$ cat config.mk
export PLATFORM = sky130hd
export DESIGN_NAME = oam_dma_flat
export DESIGN_NICKNAME = d
export VERILOG_FILES = /design/src/rtl/oam_dma_if.sv /design/src/rtl/oam_dma.sv /design/src/flat_wrapper.sv
export SDC_FILE = /design/constraint.sdc
export NUM_CORES = 1
export LEC_CHECK = 0
export BUFFER_PORTS_ARGS = -buffer_cell sky130_fd_sc_hd__buf_2
export CAP_MARGIN = 30
export CORE_MARGIN = 2
export CORE_UTILIZATION = 50
export CTS_CLUSTER_DIAMETER = 60
export CTS_CLUSTER_SIZE = 16
export DETAILED_ROUTE_END_ITERATION = 10
export PLACE_DENSITY = 0.88
export SLEW_MARGIN = 20
export SYNTH_ARGS = -nofsm -noshare
export SYNTH_HDL_FRONTEND = slang
export SYNTH_SLANG_ARGS = --single-unit
$ cat constraint.sdc
create_clock -name clk_ph1 -period 2.2 [get_ports clk_ph1]
set_input_delay 0 -clock clk_ph1 [delete_from_list [all_inputs] [get_ports clk_ph1]]
set_output_delay 0 -clock clk_ph1 [all_outputs]
set_load 0.01 [all_outputs]
$ cat src/rtl/oam_dma_if.sv
// Bus bundle between the CPU snoop side, the system bus mux and the sprite-DMA engine.
// The master modport is the DMA engine; the slave modport is the CPU/bus-mux side.
interface oam_dma_if;
    logic [15:0] cpu_Addr_bus;
    logic [7:0]  cpu_Data_bus_out;
    logic        cpu_R_nW;
    logic [7:0]  Data_bus_in;
    logic        rdy;
    logic        bus_sel;
    logic [15:0] dma_Addr_bus;
    logic [7:0]  dma_Data_bus_out;
    logic        dma_R_nW;

    modport master (
        input  cpu_Addr_bus,
        input  cpu_Data_bus_out,
        input  cpu_R_nW,
        input  Data_bus_in,
        output rdy,
        output bus_sel,
        output dma_Addr_bus,
        output dma_Data_bus_out,
        output dma_R_nW
    );

    modport slave (
        output cpu_Addr_bus,
        output cpu_Data_bus_out,
        output cpu_R_nW,
        output Data_bus_in,
        input  rdy,
        input  bus_sel,
        input  dma_Addr_bus,
        input  dma_Data_bus_out,
        input  dma_R_nW
    );
endinterface

$ cat src/rtl/oam_dma.sv
// Sprite-DMA engine: snoops CPU writes to 0x4014, halts the CPU and copies one page to OAM.
// Define OAM_DMA_DBG_EN to add the dma_state_dbg / dma_idx_dbg observation ports.
module oam_dma (
    input  logic          clk_ph1,
    input  logic          rst,
`ifdef OAM_DMA_DBG_EN
    output logic [2:0]    dma_state_dbg,
    output logic [7:0]    dma_idx_dbg,
`endif
    oam_dma_if.master     bus
);

    localparam logic [15:0] DMA_REG_ADDR  = 16'h4014;
    localparam logic [15:0] OAM_DATA_ADDR = 16'h2004;

    typedef enum logic [2:0] {
        ST_IDLE  = 3'd0,
        ST_HALT  = 3'd1,
        ST_ALIGN = 3'd2,
        ST_READ  = 3'd3,
        ST_WRITE = 3'd4
    } state_t;

    state_t      state_q, state_d;
    logic [7:0]  page_q, page_d;
    logic [7:0]  idx_q, idx_d;
    logic [7:0]  latch_q, latch_d;
    logic        par_q, par_d;

    logic        rdy_o;
    logic        bus_sel_o;
    logic [15:0] addr_o;
    logic [7:0]  data_o;
    logic        r_nw_o;
    logic        trigger;

    // Only a CPU-driven write seen while idle starts a transfer; DMA-owned cycles never do.
    always_comb begin
        trigger = (state_q == ST_IDLE) && !bus_sel_o && !bus.cpu_R_nW &&
                  (bus.cpu_Addr_bus == DMA_REG_ADDR);
    end

    always_comb begin
        state_d = state_q;
        page_d  = page_q;
        idx_d   = idx_q;
        latch_d = latch_q;
        par_d   = ~par_q;

        case (state_q)
            ST_IDLE: begin
                if (trigger) begin
                    page_d  = bus.cpu_Data_bus_out;
                    idx_d   = 8'h00;
                    state_d = ST_HALT;
                end
            end
            ST_HALT: begin
                // CPU write cycles cannot be halted, so wait for the first read cycle.
                if (bus.cpu_R_nW) begin
                    state_d = par_q ? ST_ALIGN : ST_READ;
                end
            end
            ST_ALIGN: begin
                state_d = ST_READ;
            end
            ST_READ: begin
                latch_d = bus.Data_bus_in;
                state_d = ST_WRITE;
            end
            ST_WRITE: begin
                idx_d   = idx_q + 8'd1;
                state_d = (idx_q == 8'hff) ? ST_IDLE : ST_READ;
            end
            default: begin
                state_d = ST_IDLE;
            end
        endcase
    end

    // Outputs decode registered state only, so nothing on the CPU side reaches them combinationally.
    always_comb begin
        rdy_o     = (state_q == ST_IDLE);
        bus_sel_o = 1'b0;
        addr_o    = 16'h0000;
        data_o    = 8'h00;
        r_nw_o    = 1'b1;

        case (state_q)
            ST_READ: begin
                bus_sel_o = 1'b1;
                addr_o    = {page_q, idx_q};
            end
            ST_WRITE: begin
                bus_sel_o = 1'b1;
                addr_o    = OAM_DATA_ADDR;
                data_o    = latch_q;
                r_nw_o    = 1'b0;
            end
            default: begin
                bus_sel_o = 1'b0;
            end
        endcase
    end

    always_ff @(posedge clk_ph1) begin
        if (rst) begin
            state_q <= ST_IDLE;
            page_q  <= 8'h00;
            idx_q   <= 8'h00;
            latch_q <= 8'h00;
            par_q   <= 1'b0;
        end else begin
            state_q <= state_d;
            page_q  <= page_d;
            idx_q   <= idx_d;
            latch_q <= latch_d;
            par_q   <= par_d;
        end
    end

    assign bus.rdy              = rdy_o;
    assign bus.bus_sel          = bus_sel_o;
    assign bus.dma_Addr_bus     = addr_o;
    assign bus.dma_Data_bus_out = data_o;
    assign bus.dma_R_nW         = r_nw_o;

`ifdef OAM_DMA_DBG_EN
    assign dma_state_dbg = state_q;
    assign dma_idx_dbg   = idx_q;
`endif

endmodule

$ cat src/flat_wrapper.sv
// flat-port wrapper written by rule: the top's interface ports become plain ports
module oam_dma_flat 
  (clk_ph1, rst, bus_cpu_Addr_bus, bus_cpu_Data_bus_out, bus_cpu_R_nW, bus_Data_bus_in, bus_rdy, bus_bus_sel, bus_dma_Addr_bus, bus_dma_Data_bus_out, bus_dma_R_nW);
  oam_dma_if bus_i ();
  input  logic clk_ph1;
  input  logic rst;
  input wire logic [$bits(bus_i.cpu_Addr_bus)-1:0] bus_cpu_Addr_bus;
  input wire logic [$bits(bus_i.cpu_Data_bus_out)-1:0] bus_cpu_Data_bus_out;
  input wire logic [$bits(bus_i.cpu_R_nW)-1:0] bus_cpu_R_nW;
  input wire logic [$bits(bus_i.Data_bus_in)-1:0] bus_Data_bus_in;
  output wire logic [$bits(bus_i.rdy)-1:0] bus_rdy;
  output wire logic [$bits(bus_i.bus_sel)-1:0] bus_bus_sel;
  output wire logic [$bits(bus_i.dma_Addr_bus)-1:0] bus_dma_Addr_bus;
  output wire logic [$bits(bus_i.dma_Data_bus_out)-1:0] bus_dma_Data_bus_out;
  output wire logic [$bits(bus_i.dma_R_nW)-1:0] bus_dma_R_nW;
  assign bus_i.cpu_Addr_bus = bus_cpu_Addr_bus;
  assign bus_i.cpu_Data_bus_out = bus_cpu_Data_bus_out;
  assign bus_i.cpu_R_nW = bus_cpu_R_nW;
  assign bus_i.Data_bus_in = bus_Data_bus_in;
  assign bus_rdy = bus_i.rdy;
  assign bus_bus_sel = bus_i.bus_sel;
  assign bus_dma_Addr_bus = bus_i.dma_Addr_bus;
  assign bus_dma_Data_bus_out = bus_i.dma_Data_bus_out;
  assign bus_dma_R_nW = bus_i.dma_R_nW;
  oam_dma u_core (.clk_ph1(clk_ph1), .rst(rst), .bus(bus_i));
endmodule
Word level (Yosys, flattened, before mapping)
Index checks and enable logic that the tools add are counted. Widths: inputs -> output; s select.

Flip-flop bits (word level): 28. Output and inout port bits: 27.

Add/subtract/negate cells: 1. Mux-type cells: 11. Equality and inequality tests: 8. Reductions and logical operators: 11. Bitwise gates (word level): 1.

Operators with widths (count): $pmux 16 s2 (1); $eq 16x15->1 const B (1); $mux 8 (2); $pmux 8 s2 (1); $pmux 3 s5 (1); $add 8x1->8 const B (1); $eq 8x8->1 const B (1); $eq 3x2->1 const B (2); $mux 3 (2); $reduce_and 2->1 (3); $eq 3x1->1 const B (1); $eq 3x3->1 const B (1); $logic_and 1x1->1 (3); $logic_not 3->1 (1); $mux 1 (3); $logic_not 1->1 (2); $mux 2 (1); $ne 2x1->1 const B (1); $ne 2x2->1 const B (1); $reduce_bool 2->1 (1); $reduce_or 2->1 (1); $not 1->1 (1).

Depth between registers and ports, before layout
Gate-level depths: netlist of run 1.

Word-level depth: 9. Mapped depth: 6. Depth with buffers taken out: 5.

Worst setup path before layout of run 1
Ideal clock, no wire load.

Kind: register -> register. Start point: register u_core.state_q[0]. End point: register u_core.idx_q[1]. Required time: 2.068 ns. Clock period less this slack: 1.529 ns. Path slack: 0.671 ns. Cell stages (with the launch flop): 6. Setup time: 0.132 ns. Data arrival time: 1.397 ns. Path through: dfxtp_1 -> nor3_1 -> nand4_1 -> buf_2 -> o211ai_1 -> a21oi_1.

Elaborated cells on any way between the ends: 13.

RTL lines: start: declaration (line oam_dma.sv:24) `state_t state_q, state_d;`; start signal: assignment (line oam_dma.sv:114) `state_q <= state_d;`; $logic_not 3->1 (*); via bus_rdy (line flat_wrapper.sv:11) `output wire logic [$bits(bus_i.rdy)-1:0] bus_rdy;`; $logic_and 1x1->1 (3 in a row) (line oam_dma.sv:39) `trigger = (state_q == ST_IDLE) && !bus_sel_o && !bus.cpu_R_nW &&`; $ne 2x1->1 (no line); $reduce_and 2->1 (no line); end signal: assignment (line oam_dma.sv:116) `idx_q <= idx_d;`; end: declaration (line oam_dma.sv:26) `logic [7:0] idx_q, idx_d;`.

Mark *: on every way through the listed nets, which the timed path passes. The rest lies on a longest branch. A chain may end at the register's enable or synchronous reset.

Worst setup path in the final report of run 1
Start point: register u_core.state_q[0]. End point: register u_core.idx_q[5].

Word-level cells in the longest chain between the ends: 9. Elaborated cells on any way between the ends: 13.

Ends and longest elaborated chain: $eq 3x2->1 or $eq 3x3->1 (tied branches) (line oam_dma.sv:89, oam_dma.sv:50); $reduce_or 2->1 (no line); $mux 1 (line oam_dma.sv:89) `case (state_q)`; $logic_not 1->1 (line oam_dma.sv:39); $logic_and 1x1->1 (3 in a row) (line oam_dma.sv:39); $ne 2x1->1 (no line); $reduce_and 2->1 (no line).

Parallel ways exist; a longest one is shown, timed or not.

==> run summary, run 1 <==
DR DRC count = 0
Synth Instances = 180
Crit. End Element = register
CTS H-Tree Depth = 1
Hold Crit Start = bus_cpu_R_nW
Hold Path Sink = u_core.state_q[1]
Final net count = 288
Top cells by instance count after synthesis = nand2_1, dfxtp_1, and2_1, a21oi_1, nand3_1
Slowest cell on crit path = nand4_1
Layout cells sized above 1 = 0.295
CTS root buf = clkbuf_4
Final TNS setup = 0 ns
Worst path depth = 4
Worst Setup Path Type = reg2reg
GRT overflow = 0
Area growth, synth to finish = 36.7%
Rows = 19
Initial Utilization = 0.519
VDD IR max = 0.448 mV
Status = completed
TritonCTS Buffers = 3
YS warnings = 0
Critical Path AT = 2.07 ns
DR WL met3 = 207 um
Max-slew headroom = 0.649
Via density = 5.47
Slew Limit Fails = 0
Metal1 wirelength = 1570 um
Detailed-router iteration count before antenna repair = 4
Final setup vio count = 0
Max incr delay on CP = 0.44 ns
R2r endpoint = u_core.idx_q[5]
Synth area leader = dfxtp_1
Die Span X = 57.0 um
Post-route ant nets = 0
Die Ht = 57.0 um
FF-to-FF setup slack = 0.34 ns
Synth unique cells = 41
R2r worst-path depth = 4
Placer's final routability congestion estimate = 0.762
Crit path buf inv count = 0
Drt total wl = 3600 um
Largest net degree at the start of global routing = 29
Asr flop ratio synth = 0
Final cycle utilization of the critical path = 0.846
Top cells by area, synth = dfxtp_1, and2_1, nand2_1, a21oi_1, nand3_1
CTS Buffer Depth = 2
WHS Path Cells = 5
Worst hold path type = in2reg
Crit-path leading delay family = simple AND/OR/NAND/NOR gates
Leakage = 0.835 nW
Top_reg_cell synth = dfxtp_1
Worst Path Required = 2.41 ns
RSZ-0062 raised after global routing = no
Number of global-route vias before repair = 1456
Vias = 1542
Io pins = 62
First-pass GRT wire length = 6060 um
Synthesized area per cell = 7.81 um^2
Worst Max-Slew Pin Slew = 0.527 ns
Die ar. = 3250 um^2
Reg2reg start = u_core.state_q[0]
Yosys reg bits = 28
CTS tree = yes
GRT Total Usage = 0.228
CTS Sinks = 28
Fmax = 0.537 GHz
Post-CTS setup buffers = 0
Clock Pin Slew Worst Setup and Hold Paths = 0.15 ns
Syn_nets = 216
Critical Path, Cell by Cell = nor3_1, nand4_1, o21ai_2, a311oi_1
Max layer used = met4
Post-synthesis sequential area ratio = 0.399
Synthesized cell area = 1410 um^2
Max-cap violations = 0
CP startpoint kind = register
PortBufs = 61
Pwr Density = 475 nW/um^2
Most frequent cell after synthesis = nand2_1
Clk Latency, worst-skew pair = 0.33 ns
Fin Hold WS = 0.0923 ns
Power, Total = 0.914 mW
Core ar. = 2710 um^2
First DRT Iteration DRCs = 30
Post-synth EDFFs = 0
Clock skew = 0.00296 ns
Met2 WL post-DR = 1790 um
Fin crit period = 1.86 ns
CP max FO = 11
Detailed placer's ending HPWL = 2430 um
Final Hold Vio Count = 0
Yosys top cell area share = 0.399
Mean routed wirelength per cell = 12.8 um
Initial antenna violation count = 0
Antenna Cells = 0
==> how the worst max path moves through the flow <==
stage	slack (ns)	endpoint	from
after detailed placement	0.42	u_core.idx_q[5]	u_core.state_q[0]
after floorplan	0.67	u_core.idx_q[1]	u_core.state_q[0]
after CTS	0.36	u_core.idx_q[5]	u_core.state_q[0]
after global placement	0.46	u_core.idx_q[5]	u_core.state_q[0]
after global routing	0.14	u_core.idx_q[5]	u_core.state_q[0]
final	0.34	u_core.idx_q[5]	u_core.state_q[0]
==> flip-flops by register name (all words and copies together) (netlist names) <==
| name | flops |
|---|---|
| u_core.idx_q | 8 |
| u_core.page_q | 8 |
| u_core.par_q | 1 |
| u_core.latch_q | 8 |
| u_core.state_q | 3 |
==> through the flow <==
| step | instances | utilization | worst slack [ns] | instance area (um^2) |
|---|---|---|---|---|
| 2_1_floorplan | 180 | - | 0.671 | 1410 |
| 3_3_place_gp | 262 | 0.631 | 0.464 | 1710 |
| 3_5_place_dp | 262 | 0.631 | 0.420 | 1710 |
| 4_1_cts | 282 | 0.710 | 0.361 | 1920 |
| 5_1_grt | 282 | 0.710 | 0.141 | 1920 |
| 6_report | 282 | 0.710 | 0.338 | 1920 |
==> per-layer routing <==
metal / track usage / up-vias
met5: 0 / -
met4: 0.0598 / 0
met3: 0.0227 / 4
met2: 0.419 / 61
met1: 0.284 / 702
li1: - / 775
==> timing repair <==
item                                    in CTS  in global routing
gates resized for setup                      0                  0
hold buffers                                16                  0
hold endpoints to repair                    16                  0
endpoints found under the setup margin       0                  0
==> power by group <==
| part | switching (mW) | total [mW] | internal, mW |
|---|---|---|---|
| combinational | 0.0246 | 0.0676 | 0.0430 |
| clock | 0.153 | 0.337 | 0.184 |
| sequential | 0.000736 | 0.509 | 0.509 |
| total | 0.178 | 0.914 | 0.736 |
==> final cells by class <==
cell class,instances,area (um^2)
Inverter,2,7.51
Clock inverter,1,30.0
Sequential cell,28,561
Timing Repair Buffer,80,488
Fill cell,232,787
Multi-Input combinational cell,137,776
Tap cell,31,38.8
Clock buffer,3,22.5
==> tightest hold or removal path, stage by stage <==
cell and delay, ns:
buf_2 0.12, nand3b_1 0.08, a21oi_1 0.06, nor2_1 0.09, nor2_1 0.05
==> logic make-up after synthesis <==
| family | after synthesis | synth area share |
|---|---|---|
| AO/OA/AOI/OAI | 44 | 0.190 |
| XOR/XNOR | 1 | 0.00623 |
| adder cells (fa/ha/maj) | 1 | 0.00890 |
| buffers and inverters | 15 | 0.0498 |
| flip-flops | 28 | 0.399 |
| AND/OR/NAND/NOR | 91 | 0.346 |
==> cells in the final DEF (no fill, tap or decap), types with 2 or more instances in the layout <==
master         Yosys  layout
a21oi_1           21      21
a311oi_1           2       2
a31oi_1            2       2
and2_1            22      22
and4_1             2       2
buf_2              2      61
buf_4              1       3
clkbuf_4           0       3
dfxtp_1           28      28
dlygate4sd3_1      0      16
nand2_1           29      29
nand3_1           11      11
nand3b_1           2       2
nand4_1            2       2
nor2_1            10      10
nor3_1             2       2
o21ai_0           10      10
Power figures use the tool's default switching activity.
==> run 2: changes to the inputs <==
--- a/config.mk
+++ b/config.mk
@@ -8,11 +8,11 @@
 export BUFFER_PORTS_ARGS = -buffer_cell sky130_fd_sc_hd__buf_2
 export CAP_MARGIN = 30
 export CORE_MARGIN = 2
-export CORE_UTILIZATION = 50
+export CORE_UTILIZATION = 42
 export CTS_CLUSTER_DIAMETER = 60
 export CTS_CLUSTER_SIZE = 16
 export DETAILED_ROUTE_END_ITERATION = 10
-export PLACE_DENSITY = 0.88
+export PLACE_DENSITY = 0.79
 export SLEW_MARGIN = 20
 export SYNTH_ARGS = -nofsm -noshare
 export SYNTH_HDL_FRONTEND = slang
==> constraint.sdc (replaced) <==
create_clock -name clk_ph1 -period 1.7 [get_ports clk_ph1]
set_input_delay 0 -clock clk_ph1 [delete_from_list [all_inputs] [get_ports clk_ph1]]
set_output_delay 0 -clock clk_ph1 [all_outputs]
set_load 0.01 [all_outputs]
==> run 2 against run 1 <==
Die area up 18%. Sequential share of layout area down 0.87 points. Setup slack worse by 0.17 ns.
==> run summary, run 2 (same netlist as run 1, synthesis figures left out) <==
CTS Sinks = 28
Vias = 1528
Detailed placer's ending HPWL = 2490 um
Power, Total = 1.19 mW
Worst Max-Slew Pin Slew = 0.549 ns
Worst Setup Path Type = reg2out
Layout cells sized above 1 = 0.328
Max-slew headroom = 0.634
Critical Path AT = 1.53 ns
Max incr delay on CP = 0.43 ns
Fmax = 0.654 GHz
GRT overflow = 0
Placer's final routability congestion estimate = 0.869
CTS H-Tree Depth = 1
Worst Path Required = 1.70 ns
Detailed-router iteration count before antenna repair = 4
PortBufs = 61
R2r endpoint = u_core.idx_q[4]
GRT Total Usage = 0.214
Io pins = 62
Hold Crit Start = bus_cpu_R_nW
Final Hold Vio Count = 0
DR DRC count = 0
TritonCTS Buffers = 3
CTS tree = yes
Via density = 5.06
WHS Path Cells = 5
Crit. End Element = output pin
CP startpoint kind = register
Die Ht = 61.9 um
Area growth, synth to finish = 41.9%
Largest net degree at the start of global routing = 29
Drt total wl = 3670 um
Clock Pin Slew Worst Setup and Hold Paths = 0.16 ns
Final setup vio count = 0
CTS root buf = clkbuf_4
VDD IR max = 0.370 mV
Status = completed
Fin Hold WS = 0.0649 ns
Final cycle utilization of the critical path = 0.899
CTS Buffer Depth = 2
Clk Latency, worst-skew pair = 0.33 ns
Most frequent cells in the layout = buf_2, nand2_1, dfxtp_1
Core ar. = 3280 um^2
Post-route ant nets = 0
Final TNS setup = 0 ns
Biggest regs = u_core.idx_q (8), u_core.latch_q (8), u_core.page_q (8)
Die Span X = 61.9 um
Worst hold path type = in2reg
FF-to-FF setup slack = 0.22 ns
Post-layout util = 0.608
Commonest non-fill, non-tap cell in the layout = buf_2
First-pass GRT wire length = 6170 um
Initial Utilization = 0.428
Rows = 21
Initial antenna violation count = 0
Leakage = 0.862 nW
R2r worst-path depth = 4
Number of global-route vias before repair = 1432
Pwr Density = 598 nW/um^2
Slew Limit Fails = 0
First DRT Iteration DRCs = 46
Final net count = 293
Die ar. = 3830 um^2
Clock skew = 0.00236 ns
Reg2reg start = u_core.state_q[2]
Critical Path, Cell by Cell = nand2_1, nor2_4, buf_4, and2_1, buf_2
Mean routed wirelength per cell = 12.1 um
Fin crit period = 1.53 ns
Max-cap violations = 0
Antenna Cells = 0
RSZ-0062 raised after global routing = no
Slowest cell on crit path = dfxtp_2
CP max FO = 12
Hold Path Sink = u_core.state_q[1]
## run 2: stage by stage
| stage | instances | cell area, um^2 | worst slack [ns] |
|---|---|---|---|
| global placement | 282 | 1770 | 0.230 |
| floorplan | 180 | 1410 | 0.171 |
| CTS | 302 | 1980 | 0.0395 |
| finish | 302 | 2000 | 0.172 |
| global route | 302 | 2000 | 0.0217 |
| detailed placement | 282 | 1770 | 0.172 |
## run 2: worst max path at each step
stage | from | endpoint | slack, ns | depth (start not counted)
2_1_floorplan | u_core.state_q[0] | u_core.idx_q[1] | 0.17 | 5
3_3_place_gp | u_core.state_q[0] | u_core.page_q[5] | 0.23 | 5
3_5_place_dp | u_core.state_q[0] | u_core.page_q[1] | 0.17 | 5
4_1_cts | u_core.state_q[0] | bus_dma_Addr_bus[8] | 0.04 | 5
5_1_grt | u_core.state_q[2] | u_core.idx_q[5] | 0.02 | 5
6_report | u_core.state_q[0] | bus_dma_Addr_bus[8] | 0.17 | 5
## run 2: worst max-delay path: cells and delay by family, from the launching register on
kind	cells	cell delay [ns]
DFF	1	0.43
buffers and inverters	2	0.33
and+or+nand+nor	3	0.44
## run 2: what timing repair did
item                                   in CTS  in global routing
setup endpoints to repair                  12                 25
setup buffers                               0                  0
hold buffers                               16                  0
endpoints found under the hold margin      16                  0
resized for setup                           1                  5
## run 2: area by class of cell
cell class / instances / area, um^2
clock buffers: 3 / 22.5
clock inverters: 1 / 30.0
fillers: 300 / 1290
inverters: 2 / 7.51
multi-input cells: 137 / 788
flip-flops and latches: 28 / 564
well taps: 46 / 57.6
repair buffers: 85 / 526
## run 2: power by group
part | total, mW | internal [mW] | leakage (nW) | switching (mW)
clock | 0.443 | 0.239 | 0.0279 | 0.204
combinational | 0.0910 | 0.0574 | 0.607 | 0.0336
sequential | 0.659 | 0.658 | 0.227 | 0.000856
## run 2: metal layers
layer | track usage | routed length (um) | vias up
li1 | - | - | 778
met1 | 0.265 | 1690 | 700
met2 | 0.365 | 1790 | 42
met3 | 0.0393 | 117 | 8
met4 | 0.0851 | 67 | 0
met5 | 0 | 0 | -
==> run 3: changes to the inputs <==
--- a/config.mk
+++ b/config.mk
@@ -12,6 +12,7 @@
 export CTS_CLUSTER_DIAMETER = 60
 export CTS_CLUSTER_SIZE = 16
 export DETAILED_ROUTE_END_ITERATION = 10
+export MAX_ROUTING_LAYER = met4
 export PLACE_DENSITY = 0.79
 export SLEW_MARGIN = 20
 export SYNTH_ARGS = -nofsm -noshare
==> run 3 against run 2 <==
Sequential cell count did not move. Clock skew rose by 0.0057 ns. Final area did not move. Sequential power barely moved. Non-clock buffer count did not move. Register-to-register slack barely moved. Global-route usage rose by 0.53 points. Via count rose by 1.0%. Highest routed layer unchanged.
==> run summary, run 3 (same netlist as run 1, synthesis figures left out) <==
Status = completed
CTS H-Tree Depth = 1
Rows = 21
Post-route ant nets = 0
Detailed placer's ending HPWL = 2490 um
Fillcell total = 300
Reg2reg start = u_core.state_q[2]
Met3 usage = 0.0331
Critical Path AT = 1.54 ns
Worst Setup Path Type = reg2out
Biggest regs = u_core.idx_q (8), u_core.latch_q (8), u_core.page_q (8)
Net Sw Frac = 0.199
VDD IR max = 0.372 mV
Fin Hold WS = 0.0685 ns
DP Worst Slack = 0.172 ns
Post-CTS setup buffers = 0
Clock skew = 0.00806 ns
Clk Latency, worst-skew pair = 0.34 ns
Fmax = 0.649 GHz
Mean routed wirelength per cell = 12.0 um
Initial antenna violation count = 0
Final net count = 293
DR DRC count = 0
Io pins = 62
Gate power share = 0.076
Clock power share = 0.371
First DRT Iteration DRCs = 59
CTS Buffer Depth = 2
CP startpoint kind = register
Initial Utilization = 0.428
Worst hold path type = in2reg
GRT Total Usage = 0.219
Fin cells = 302
Die Ht = 61.9 um
RSZ-0062 raised after global routing = no
Area growth, synth to finish = 41.9%
Final Hold Vio Count = 0
Busiest grt layer = met2
Detailed-router iteration count before antenna repair = 4
Final setup vio count = 0
Max-slew headroom = 0.642
Worst Path Required = 1.70 ns
Final TNS setup = 0 ns
Placer's final routability congestion estimate = 0.884
Pwr Density = 597 nW/um^2
Worst setup startpoint = u_core.state_q[0]
PortBufs = 61
Drt total wl = 3630 um
Antenna Cells = 0
Most frequent cells in the layout = buf_2, nand2_1, dfxtp_1
CTS Sinks = 28
Largest net degree at the start of global routing = 29
Commonest non-fill, non-tap cell in the layout = buf_2
Die ar. = 3830 um^2
First-pass GRT wire length = 6150 um
Crit. End Element = output pin
Core ar. = 3280 um^2
Internal = 0.954 mW
Number of global-route vias before repair = 1440
Share of power burned in registers = 0.553
Worst Max-Slew Pin Slew = 0.538 ns
Final cycle utilization of the critical path = 0.906
Die Span X = 61.9 um
TritonCTS Buffers = 3
Layout cells sized above 1 = 0.328
CP max FO = 12
Fin crit period = 1.54 ns
Vias = 1544
GRT met2 Usage = 0.371
Placed insts = 282
Max-cap violations = 0
Hold Crit Start = bus_cpu_R_nW
Slew Limit Fails = 0
Met1 global-route usage = 0.260
GRT overflow = 0
Leakage = 0.862 nW
Final setup margin = 0.160 ns
Psw = 0.237 mW
CTS tree = yes
Clock Pin Slew Worst Setup and Hold Paths = 0.16 ns
Via density = 5.11
CTS root buf = clkbuf_4
run 3: area by class of cell:
class | instances | area (um^2) | share of cell area
repair buffers | 85 | 526 | 0.263
clock inverters | 1 | 30.0 | 0.0150
well taps | 46 | 57.6 | 0.0288
multi-input cells | 137 | 788 | 0.395
flip-flops and latches | 28 | 564 | 0.283
clock buffers | 3 | 22.5 | 0.0113
inverters | 2 | 7.51 | 0.00376
run 3: final timing paths:
kind,to,slack [ns],depth (start not counted)
setup / recovery,bus_dma_Addr_bus[8],0.16,5
setup reg to reg,u_core.idx_q[4],0.22,4
hold / removal,u_core.state_q[1],0.07,5
hold reg to reg,u_core.par_q,0.43,1
run 3: per-layer routing:
layer  part of all wire  vias up  wire length [um]
met5                  0        -                 0
met4              0.018        0                65
met3              0.044        8               159
met1               0.45      706              1620
li1                   -      783                 -
met2               0.49       47              1780
run 3: power by group through the flow:
stage                     Clock (mW)  Combinational [mW]  Sequential, mW
after floorplan                    0              0.0176           0.673
after global placement             0              0.0602           0.673
after detailed placement           0              0.0609           0.673
after CTS                      0.442              0.0886           0.659
after global routing           0.474               0.100           0.660
final                          0.442              0.0908           0.659
run 3: critical path: stages, from the launching register on:
cell and delay [ns]:
dfxtp_2 0.43, nand2_1 0.12, nor2_4 0.18, buf_4 0.21
and2_1 0.14, buf_2 0.12
run 3: repair_timing:
action / 4_1_cts / 5_1_grt
setup endpoints to repair: 12 / 25
gates resized for setup: 1 / 5
hold endpoints to repair: 16 / 0
hold buffers: 16 / 0
run 3: through the flow:
step / total power, mW / instance area, um^2 / util
floorplan: 0.691 / 1410 / -
global placement: 0.733 / 1770 / 0.538
detailed placement: 0.734 / 1770 / 0.538
CTS: 1.19 / 1980 / 0.603
global route: 1.23 / 2000 / 0.608
finish: 1.19 / 2000 / 0.608
